--- src/rtl/maze_player_ctrl_if.sv ---
// Wall-map lookup bus: the controller presents a tile address, the level map
// answers combinationally with that tile's wall bits {top, bottom, left, right}.
interface maze_player_ctrl_if;
    logic [4:0] q_row;
    logic [4:0] q_col;
    logic [3:0] q_walls;

    modport master (output q_row, output q_col, input q_walls);
    modport slave  (input q_row, input q_col, output q_walls);
endinterface

--- src/rtl/maze_player_ctrl.sv ---
// Player block controller: synchronises buttons, validates moves against the
// wall map, and animates the block one tile at a time on frame ticks.
module maze_player_ctrl #(
    parameter int STEP      = 2,
    parameter int BLK_SIZE  = 10,
    parameter int Y_ORIGIN  = 100,
    parameter int START_ROW = 0,
    parameter int START_COL = 0
) (
    input  logic               clk,
    input  logic               rst,
    input  logic               btn_up,
    input  logic               btn_down,
    input  logic               btn_left,
    input  logic               btn_right,
    input  logic               frame_tick,
    input  logic [1:0]         level_select,
    input  logic [9:0]         tile_w,
    input  logic [9:0]         tile_h,
    input  logic [4:0]         num_rows,
    input  logic [4:0]         num_cols,
    maze_player_ctrl_if.master wall_if,
    output logic [10:0]        blkpos_x,
    output logic [10:0]        blkpos_y,
    output logic               moving,
    output logic               goal_pulse
);

    typedef enum logic [1:0] {S_IDLE, S_QUERY, S_CHECK, S_MOVE} state_e;
    typedef enum logic [1:0] {DIR_UP, DIR_DOWN, DIR_LEFT, DIR_RIGHT} dir_e;

    localparam logic [4:0]  START_ROW_L = 5'(START_ROW);
    localparam logic [4:0]  START_COL_L = 5'(START_COL);
    localparam logic [11:0] STEP_L      = 12'(STEP);

    // Screen coordinate of the block edge along one axis, centred in the tile.
    function automatic logic [10:0] axis_pos(input logic [4:0] idx, input logic [9:0] size,
                                             input logic [11:0] off, input int origin);
        return 11'(16'(origin) + 16'(idx) * 16'(size) + 16'(size >> 1)
                   - 16'(BLK_SIZE / 2) + {{4{off[11]}}, off});
    endfunction

    logic [3:0]  btn_meta_q, btn_sync_q, btn_prev_q;
    logic [3:0]  press;
    state_e      state_q, state_d;
    dir_e        dir_q, dir_d;
    logic [4:0]  row_q, row_d, col_q, col_d;
    logic [4:0]  q_row_q, q_row_d, q_col_q, q_col_d;
    logic [11:0] mag_q, mag_d;
    logic        moving_q, moving_d;
    logic        goal_q, goal_d;
    logic [1:0]  lvl_q;
    logic        pos_valid_q;
    logic [10:0] blkpos_x_q, blkpos_x_d, blkpos_y_q, blkpos_y_d;

    logic        level_change;
    logic        blocked;
    logic [4:0]  next_row, next_col;
    logic [11:0] target, mag_step;
    logic [11:0] dx, dy;

    // NOTE: sequential state uses non-blocking assignments so every flop samples pre-edge values.
    always_ff @(posedge clk or negedge rst) begin
        if (!rst) begin
            btn_meta_q <= '0;
            btn_sync_q <= '0;
            btn_prev_q <= '0;
        end else begin
            btn_meta_q <= {btn_up, btn_down, btn_left, btn_right};
            btn_sync_q <= btn_meta_q;
            btn_prev_q <= btn_sync_q;
        end
    end

    assign press        = btn_sync_q & ~btn_prev_q;
    assign level_change = (level_select != lvl_q);

    always_comb begin
        dx = '0;
        dy = '0;
        unique case (dir_q)
            DIR_UP:    dy = -mag_q;
            DIR_DOWN:  dy = mag_q;
            DIR_LEFT:  dx = -mag_q;
            DIR_RIGHT: dx = mag_q;
        endcase
        blkpos_x_d = axis_pos(col_q, tile_w, dx, 0);
        blkpos_y_d = axis_pos(row_q, tile_h, dy, Y_ORIGIN);
    end

    // NOTE: every always_comb output gets a default first so no path can infer a latch.
    always_comb begin
        state_d  = state_q;
        dir_d    = dir_q;
        row_d    = row_q;
        col_d    = col_q;
        q_row_d  = q_row_q;
        q_col_d  = q_col_q;
        mag_d    = mag_q;
        moving_d = moving_q;
        goal_d   = 1'b0;
        blocked  = 1'b0;
        next_row = row_q;
        next_col = col_q;
        target   = {2'b00, tile_h};
        mag_step = mag_q + STEP_L;

        unique case (dir_q)
            DIR_UP: begin
                blocked  = wall_if.q_walls[3] || (row_q == 5'd0);
                next_row = row_q - 5'd1;
            end
            DIR_DOWN: begin
                blocked  = wall_if.q_walls[2] || (row_q == num_rows - 5'd1);
                next_row = row_q + 5'd1;
            end
            DIR_LEFT: begin
                blocked  = wall_if.q_walls[1] || (col_q == 5'd0);
                next_col = col_q - 5'd1;
                target   = {2'b00, tile_w};
            end
            DIR_RIGHT: begin
                blocked  = wall_if.q_walls[0] || (col_q == num_cols - 5'd1);
                next_col = col_q + 5'd1;
                target   = {2'b00, tile_w};
            end
        endcase

        unique case (state_q)
            S_IDLE: begin
                if (|press) begin
                    if (press[3])      dir_d = DIR_UP;
                    else if (press[2]) dir_d = DIR_DOWN;
                    else if (press[1]) dir_d = DIR_LEFT;
                    else               dir_d = DIR_RIGHT;
                    q_row_d = row_q;
                    q_col_d = col_q;
                    state_d = S_QUERY;
                end
            end
            S_QUERY: state_d = S_CHECK;
            S_CHECK: begin
                if (blocked) begin
                    state_d = S_IDLE;
                end else begin
                    state_d  = S_MOVE;
                    moving_d = 1'b1;
                end
            end
            S_MOVE: begin
                if (frame_tick) begin
                    if (mag_step >= target) begin
                        // Tile and offset change together, so the drawn position is continuous.
                        row_d    = next_row;
                        col_d    = next_col;
                        mag_d    = '0;
                        moving_d = 1'b0;
                        state_d  = S_IDLE;
                        goal_d   = (next_row == num_rows - 5'd1) && (next_col == num_cols - 5'd1);
                    end else begin
                        mag_d = mag_step;
                    end
                end
            end
        endcase

        if (level_change) begin
            state_d  = S_IDLE;
            row_d    = START_ROW_L;
            col_d    = START_COL_L;
            mag_d    = '0;
            moving_d = 1'b0;
            goal_d   = 1'b0;
        end
    end

    always_ff @(posedge clk or negedge rst) begin
        if (!rst) begin
            state_q     <= S_IDLE;
            dir_q       <= DIR_UP;
            row_q       <= START_ROW_L;
            col_q       <= START_COL_L;
            q_row_q     <= START_ROW_L;
            q_col_q     <= START_COL_L;
            mag_q       <= '0;
            moving_q    <= 1'b0;
            goal_q      <= 1'b0;
            lvl_q       <= '0;
            pos_valid_q <= 1'b0;
            blkpos_x_q  <= '0;
            blkpos_y_q  <= '0;
        end else begin
            state_q     <= state_d;
            dir_q       <= dir_d;
            row_q       <= row_d;
            col_q       <= col_d;
            q_row_q     <= q_row_d;
            q_col_q     <= q_col_d;
            mag_q       <= mag_d;
            moving_q    <= moving_d;
            goal_q      <= goal_d;
            lvl_q       <= level_select;
            pos_valid_q <= 1'b1;
            blkpos_x_q  <= blkpos_x_d;
            blkpos_y_q  <= blkpos_y_d;
        end
    end

    // Until the position register has loaded once after reset, show the start tile directly.
    assign blkpos_x = pos_valid_q ? blkpos_x_q : axis_pos(START_COL_L, tile_w, 12'd0, 0);
    assign blkpos_y = pos_valid_q ? blkpos_y_q : axis_pos(START_ROW_L, tile_h, 12'd0, Y_ORIGIN);

    assign wall_if.q_row = q_row_q;
    assign wall_if.q_col = q_col_q;
    assign moving        = moving_q;
    assign goal_pulse    = goal_q;

endmodule

--- src/flat_wrapper.sv ---
// flat-port wrapper written by rule: the top's interface ports become plain ports
module maze_player_ctrl_flat 
#(
    parameter int STEP      = 2,
    parameter int BLK_SIZE  = 10,
    parameter int Y_ORIGIN  = 100,
    parameter int START_ROW = 0,
    parameter int START_COL = 0
)
  (clk, rst, btn_up, btn_down, btn_left, btn_right, frame_tick, level_select, tile_w, tile_h, num_rows, num_cols, blkpos_x, blkpos_y, moving, goal_pulse, wall_if_q_row, wall_if_q_col, wall_if_q_walls);
  maze_player_ctrl_if wall_if_i ();
  input  logic clk;
  input  logic rst;
  input  logic btn_up;
  input  logic btn_down;
  input  logic btn_left;
  input  logic btn_right;
  input  logic frame_tick;
  input  logic [1:0] level_select;
  input  logic [9:0] tile_w;
  input  logic [9:0] tile_h;
  input  logic [4:0] num_rows;
  input  logic [4:0] num_cols;
  output logic [10:0] blkpos_x;
  output logic [10:0] blkpos_y;
  output logic moving;
  output logic goal_pulse;
  output wire logic [$bits(wall_if_i.q_row)-1:0] wall_if_q_row;
  output wire logic [$bits(wall_if_i.q_col)-1:0] wall_if_q_col;
  input wire logic [$bits(wall_if_i.q_walls)-1:0] wall_if_q_walls;
  assign wall_if_q_row = wall_if_i.q_row;
  assign wall_if_q_col = wall_if_i.q_col;
  assign wall_if_i.q_walls = wall_if_q_walls;
  maze_player_ctrl #(.STEP(STEP), .BLK_SIZE(BLK_SIZE), .Y_ORIGIN(Y_ORIGIN), .START_ROW(START_ROW), .START_COL(START_COL)) u_core (.clk(clk), .rst(rst), .btn_up(btn_up), .btn_down(btn_down), .btn_left(btn_left), .btn_right(btn_right), .frame_tick(frame_tick), .level_select(level_select), .tile_w(tile_w), .tile_h(tile_h), .num_rows(num_rows), .num_cols(num_cols), .wall_if(wall_if_i), .blkpos_x(blkpos_x), .blkpos_y(blkpos_y), .moving(moving), .goal_pulse(goal_pulse));
endmodule
--- config.mk ---
export PLATFORM = sky130hd
export DESIGN_NAME = maze_player_ctrl_flat
export DESIGN_NICKNAME = d
export VERILOG_FILES = /design/src/rtl/maze_player_ctrl_if.sv /design/src/rtl/maze_player_ctrl.sv /design/src/flat_wrapper.sv
export SDC_FILE = /design/constraint.sdc
export NUM_CORES = 1
export LEC_CHECK = 0
export CAP_MARGIN = 25
export CORE_MARGIN = 8
export CORE_UTILIZATION = 55
export DETAILED_ROUTE_END_ITERATION = 7
export DONT_BUFFER_PORTS = 1
export PLACE_DENSITY = 0.78
export SYNTH_ARGS = -nofsm -noshare
export SYNTH_HDL_FRONTEND = slang
export SYNTH_SLANG_ARGS = --single-unit
--- constraint.sdc ---
create_clock -name clk -period 4.68 [get_ports clk]
set_input_delay 0.234 -clock clk [delete_from_list [all_inputs] [get_ports clk]]
set_output_delay 0.234 -clock clk [all_outputs]
set_load 0.05 [all_outputs]
---- After elaboration in Yosys (flattened, before gate mapping) ----
Index checks and enable logic that the tools add are counted.
storage, ports and cells
  input bits .............................. 43
  word-level logic and storage cells ...... 112
  flip-flop bits (word level) ............. 75
  output and inout bits ................... 34
operators by class
  eq/ne operators ......................... 15
  add/sub/neg operators ................... 18
  bitwise logic cells ..................... 2
  reduce and logical (&&, ||, !) cells .... 20
  multiplexer cells ....................... 38
  multiply operators ...................... 2
  $lt $le $gt $ge ......................... 1
operators by type and width
  kind                                                count
  two-way mux 12 bit                                  4
  one-hot mux 11 bit (2 select lines)                 2
  two-way mux 5 bit                                   8
  subtractor 11 x 3 -> 11 bit, second input constant  3
  adder 11 bit                                        2
  adder 11 x 9 -> 11 bit                              2
  multiplier 5 x 10 -> 11 bit                         2
  two-way mux 11 bit                                  2
  equality test 5 bit                                 4
  one-hot mux 5 bit (2 select lines)                  2
  subtractor 5 x 1 -> 5 bit, second input constant    4
  two-way mux 2 bit                                   7
  adder 12 x 2 -> 12 bit, second input constant       1
  >= comparator 12 x 10 -> 1 bit                      1
  adder 7 x 11 -> 11 bit, first input constant        1
  negator 11 bit                                      1
  adder 5 x 1 -> 5 bit, second input constant         2
  adder 7 x 9 -> 10 bit, first input constant         1
  zero test 5 bit                                     2
  two-way mux 10 bit                                  1
  subtractor 9 x 3 -> 10 bit, second input constant   1
  two-way mux 1 bit                                   9
  equality test 2 bit, second input constant          4
  one-hot mux 2 bit (4 select lines)                  1
  other kinds (18)                                    29

---- Logic depth before layout (Yosys ltp) ----
  depth in word-level cells ............... 8
  gate-level depth with buffers ........... 18
  gate-level depth less buffers ........... 18

---- Worst setup path after synthesis ----
OpenSTA, ideal clock, no wires.
  kind .................................... register -> register
  start ................................... reg u_core.col_q[2]
  end ..................................... reg u_core.blkpos_x_q[9]
  slack ................................... 399 ps
  arrival ................................. 4158 ps
  library setup time ...................... 122 ps
  buffers on the path ..................... 1
  required time ........................... 4558 ps
  clock period less this slack ............ 4281 ps
  stages on the path, launching flop included .. 17
  cells stage by stage .................... dfrtp_1 > clkbuf_1 > and2_1 > fa_1 > inv_1 > fa_1 > inv_1 > fa_1 > inv_1 > fa_1 > inv_1 > ha_1 > a21oi_1 > nor2b_1 > o21a_1 > o41a_1 > xor2_1
on the way
  word-level cells in the longest chain between the ends .. 4
ends and longest elaborated chain
  element                      RTL line                 RTL
  from (decl)                  maze_player_ctrl.sv:47   logic [4:0] row_q, row_d, col_q, col_d;
  from (signal assigned)       maze_player_ctrl.sv:196  col_q <= col_d;
  multiplier 5 x 10 -> 11 bit  maze_player_ctrl.sv:39   return 11'(16'(origin) + 16'(idx) * 16'(size) + 16'(size >> 1)
  adder 11 x 9 -> 11 bit       maze_player_ctrl.sv:39
  subtractor 11 x 3 -> 11 bit  maze_player_ctrl.sv:40   - 16'(BLK_SIZE / 2) + {{4{off[11]}}, off});
  adder 11 bit                 maze_player_ctrl.sv:40
  via u_core.blkpos_x_d[9]     maze_player_ctrl.sv:54   logic [10:0] blkpos_x_q, blkpos_x_d, blkpos_y_q, blkpos_y_d;
  to (signal assigned)         maze_player_ctrl.sv:204  blkpos_x_q <= blkpos_x_d;
  to (decl)                    maze_player_ctrl.sv:54
The timed path passes the listed nets, and every way through them passes these cells.
A chain may end at the register's enable or synchronous reset.

---- Worst setup path after layout ----
  start ................................... reg u_core.mag_q[2]
  end ..................................... reg u_core.blkpos_x_q[9]
on the way
  word-level cells in the longest chain between the ends .. 3
ends and longest elaborated chain
  element                                  RTL line                 RTL
  from (decl)                              maze_player_ctrl.sv:49   logic [11:0] mag_q, mag_d;
  from (signal assigned)                   maze_player_ctrl.sv:199  mag_q <= mag_d;
  negator 11 bit                           maze_player_ctrl.sv:84   DIR_LEFT: dx = -mag_q;
  one-hot mux 11 bit (2 select lines) (*)  maze_player_ctrl.sv:81   unique case (dir_q)
  adder 11 bit (*)                         maze_player_ctrl.sv:40
  via u_core.blkpos_x_d[9]                 maze_player_ctrl.sv:54
The timed path passes the listed nets; every way through them passes the cells marked *.

==> metrics.md <==
| Metric | Value |
|---|---|
| Cell Area, Synth | `8380 um2` |
| WP data required | `4.92 ns` |
| Via count | `6489` |
| Avg WL per Cell | `17.5 um` |
| Period minus WS final | `4.45 ns` |
| Final number of setup-violating endpoints | `0` |
| Worst Path Class, Setup | `flop to flop` |
| Final Cell Area | `8980 um2` |
| Post-synthesis cell count | `961` |
| Grt ovf | `0` |
| Share of post-route cells with drive strength above 1 | `0.0675` |
| PortBufs | `0` |
| Final Cycle Share | `0.952` |
| EDFF count, synth | `0` |
| Total setup buffers inserted after CTS | `0` |
| TritonRoute pass-1 iters | `5` |
| R2r endpoint | `u_core.blkpos_x_q[9]` |
| Placed cells | `1127` |
| Setup Skew | `0.00908 ns` |
| Initial antenna violation count | `0` |
| Slew Limit Fails | `0` |
| Chip Width | `139 um` |
| Total track usage | `0.214` |
| R2R cell count | `18` |
| Number of fill cells | `1290` |
| Static Leak | `4.16 nW` |
| CTS Sinks | `74` |
| Crit path launch type | `flop` |
| HP Class | `input port to flop` |
| VDD IR max | `225 uV` |
| Drt initial violations | `419` |
| RSZ-0062 raised after global routing | `no` |
| Layout net count | `1147` |
| Max_cap viols | `0` |
| Final Non-Filler Cells | `1151` |
| Dpl cell area | `8580 um2` |
| Largest stage delay, worst path | `0.59 ns` |
| Clk Latency, worst-skew pair | `0.36 ns` |
| Die Span Y | `139 um` |
| Cell family with most CP delay | `adder cells` |
| Worst-path cell chain | `inv_1 > ha_1 > nor2_1 > xor2_1 > nand2_1 > fa_1 > inv_1 > fa_1 > inv_1 > fa_1 > inv_1 > ha_1 > a21o_1 > a21oi_1 > nor2b_1 > o21a_1 > o41a_1 > xor2_1` |
| Cts bufs inserted | `9` |
| Synth Area per Inst | `8.72 um2` |
| Layout area overhead | `7.15%` |
| Htree depth | `3` |
| Core area | `15000 um2` |
| Power per cell area | `222 nW/um2` |
| Synth unique cells | `71` |
| Worst hold slack | `0.104 ns` |
| Yosys warns | `0` |
| Root buf cell | `clkbuf_16` |
| Critical Path Most Common Cell | `inv_1` |
| DR DRC count | `0` |
| Clock-pin slew on the worst setup and hold paths | `0.07 ns` |
| Total negative slack | `0 ns` |
| WP data arrival | `4.69 ns` |
| Reg2reg setup slack | `0.23 ns` |
| Seq/Total Area, Yosys | `0.221` |
| First-pass GRT wire length | `33100 um` |
| Detailed Route WL | `20200 um` |
| Worst Path Max Fanout | `7` |
| Commonest register cell after synthesis | `dfrtp_1` |
| Worst Setup End Kind | `flop` |
| Worst Path Buf+Inv | `4` |
| IO Count | `77` |
| Gpl congestion | `0.904` |
| Hold endpoint | `u_core.state_q[0]` |
| FFs w/ async S/R, synth | `1.00` |
| CTS Buffer Depth | `2` |
| Initial Util | `0.558` |
| Synthesized flop and latch total | `74` |
| HPWL after DPL | `15700 um` |
| Hold Vio Cnt, Final | `0` |
| Min-Delay Startpoint | `frame_tick` |
| Reg-to-Reg Start | `u_core.mag_q[2]` |
| F_max | `225 MHz` |
| Largest net degree at the start of global routing | `75` |
| Vias per cell | `5.64` |
| Die Area | `19400 um2` |
| WHS Path Cells | `3` |
| Critical Path Slowest Stage Cell | `fa_1` |
| ANT cells | `0` |
| Status | `finished clean` |
| Worst Max-Slew Pin Slew | `1.01 ns` |
| CTS tree | `built` |
| Detail Route Antenna Nets | `0` |
| Rel. slew slack | `0.319` |
| Row count | `45` |
| Core Util, Final | `0.598` |
| Vias in the first global route | `6487` |
[worst register-to-register path: stages, from the launching register on]
cell and delay (ns):
dfrtp_2 0.43, inv_1 0.11, ha_1 0.21, nor2_1 0.11, xor2_1 0.22, nand2_1 0.10
fa_1 0.52, inv_1 0.06, fa_1 0.48, inv_1 0.05, fa_1 0.59, inv_1 0.06
ha_1 0.29, a21o_1 0.18, a21oi_1 0.20, nor2b_1 0.07, o21a_1 0.18, o41a_1 0.33
xor2_1 0.15
[stage by stage]
step	worst slack, ns	total power [mW]
finish	0.226	1.99
global route	0.0158	2.10
CTS	0.164	2.01
detailed placement	0.191	1.28
global placement	0.261	1.26
floorplan	0.399	1.19
[Yosys cell counts (4+ instances only)]
| cell | n | area (um2) |
|---|---|---|
| nor2b_1 | 18 | 113 |
| nand2_1 | 114 | 428 |
| nor4_1 | 5 | 31.3 |
| buf_4 | 4 | 30.0 |
| o21ai_0 | 42 | 210 |
| clkbuf_1 | 28 | 105 |
| fa_1 | 82 | 1640 |
| a21o_1 | 7 | 52.6 |
| dfrtp_1 | 74 | 1850 |
| buf_2 | 5 | 25.0 |
| nor3b_1 | 4 | 30.0 |
| nor3_1 | 17 | 85.1 |
| xnor2_1 | 68 | 596 |
| and2_1 | 19 | 119 |
| and3_1 | 6 | 37.5 |
| xor2_1 | 23 | 201 |
| nand3_1 | 17 | 85.1 |
| a21oi_1 | 32 | 160 |
| nor2_1 | 62 | 233 |
| nand2b_1 | 8 | 50.1 |
| mux2_2 | 7 | 78.8 |
| mux2i_1 | 16 | 160 |
| a31oi_1 | 9 | 56.3 |
| inv_1 | 155 | 582 |
| ha_1 | 64 | 801 |
| or4_1 | 5 | 37.5 |
[worst max path at each step]
stage,depth (start not counted),slack [ns],to,from
after floorplan,16,0.40,u_core.blkpos_x_q[9],u_core.col_q[2]
after global placement,14,0.26,u_core.blkpos_y_q[10],u_core.mag_q[1]
after detailed placement,16,0.19,u_core.blkpos_y_q[10],u_core.row_q[1]
after CTS,16,0.16,u_core.blkpos_y_q[10],u_core.row_q[1]
after global routing,18,0.02,u_core.blkpos_x_q[9],u_core.mag_q[2]
final,18,0.23,u_core.blkpos_x_q[9],u_core.mag_q[2]
[cells in the final DEF (no fill, tap or decap), types with 19 or more instances in the layout]
master	n
o21ai_0	26
dfrtp_1	71
xnor2_1	68
nand2_1	114
inv_1	155
fa_1	82
and2_1	19
nor2_1	62
a21oi_1	32
xor2_1	23
ha_1	64
[registers in the layout (all words and copies together), names as in the netlist]
register              cells
u_core.goal_pulse         1
u_core.lvl_q              2
u_core.blkpos_x_q        11
u_core.btn_meta_q         4
u_core.state_q            2
u_core.btn_sync_q         4
u_core.moving             1
u_core.pos_valid_q        1
u_core.wall_if.q_col      5
u_core.col_q              5
u_core.dir_q              2
u_core.wall_if.q_row      5
u_core.btn_prev_q         4
u_core.mag_q             11
u_core.row_q              5
u_core.blkpos_y_q        11
[power breakdown]
group	internal [mW]	switching, mW
registers	0.688	0.0358
logic	0.200	0.368
clock network	0.374	0.328
[what timing repair did]
action | in CTS | in global routing
endpoints found under the setup margin | 0 | 3
gates resized for setup | 0 | 4
endpoints found under the hold margin | 80 | 0
hold buffers | 8 | 0
[per-layer routing]
layer  global-route usage  up-vias  routed length [um]
li1                     -     3068                   -
met1                0.279     3186                8860
met4               0.0612        0                 346
met2                0.349      206                9570
met3               0.0506       29                1390
met5                    0        -                   0
[layout make-up]
type,instances,area [um2],share of cell area
well taps,188,235,0.0262
clock buffers,9,225,0.0251
repair buffers,27,248,0.0276
flip-flops and latches,74,1860,0.207
clock inverters,7,65.1,0.00724
inverters,158,593,0.0660
multi-input cells,688,5760,0.641
[cell families after synthesis]
kind of cell             share of synthesized area
other                                     0.000896
multiplexers                                0.0285
XOR/XNOR                                    0.0970
buffers and inverters                       0.0942
adder cells (fa/ha/maj)                      0.291
AO/OA/AOI/OAI                               0.0967
AND/OR/NAND/NOR                              0.170
flip-flops                                   0.221
(Power assumes the default switching activity.)
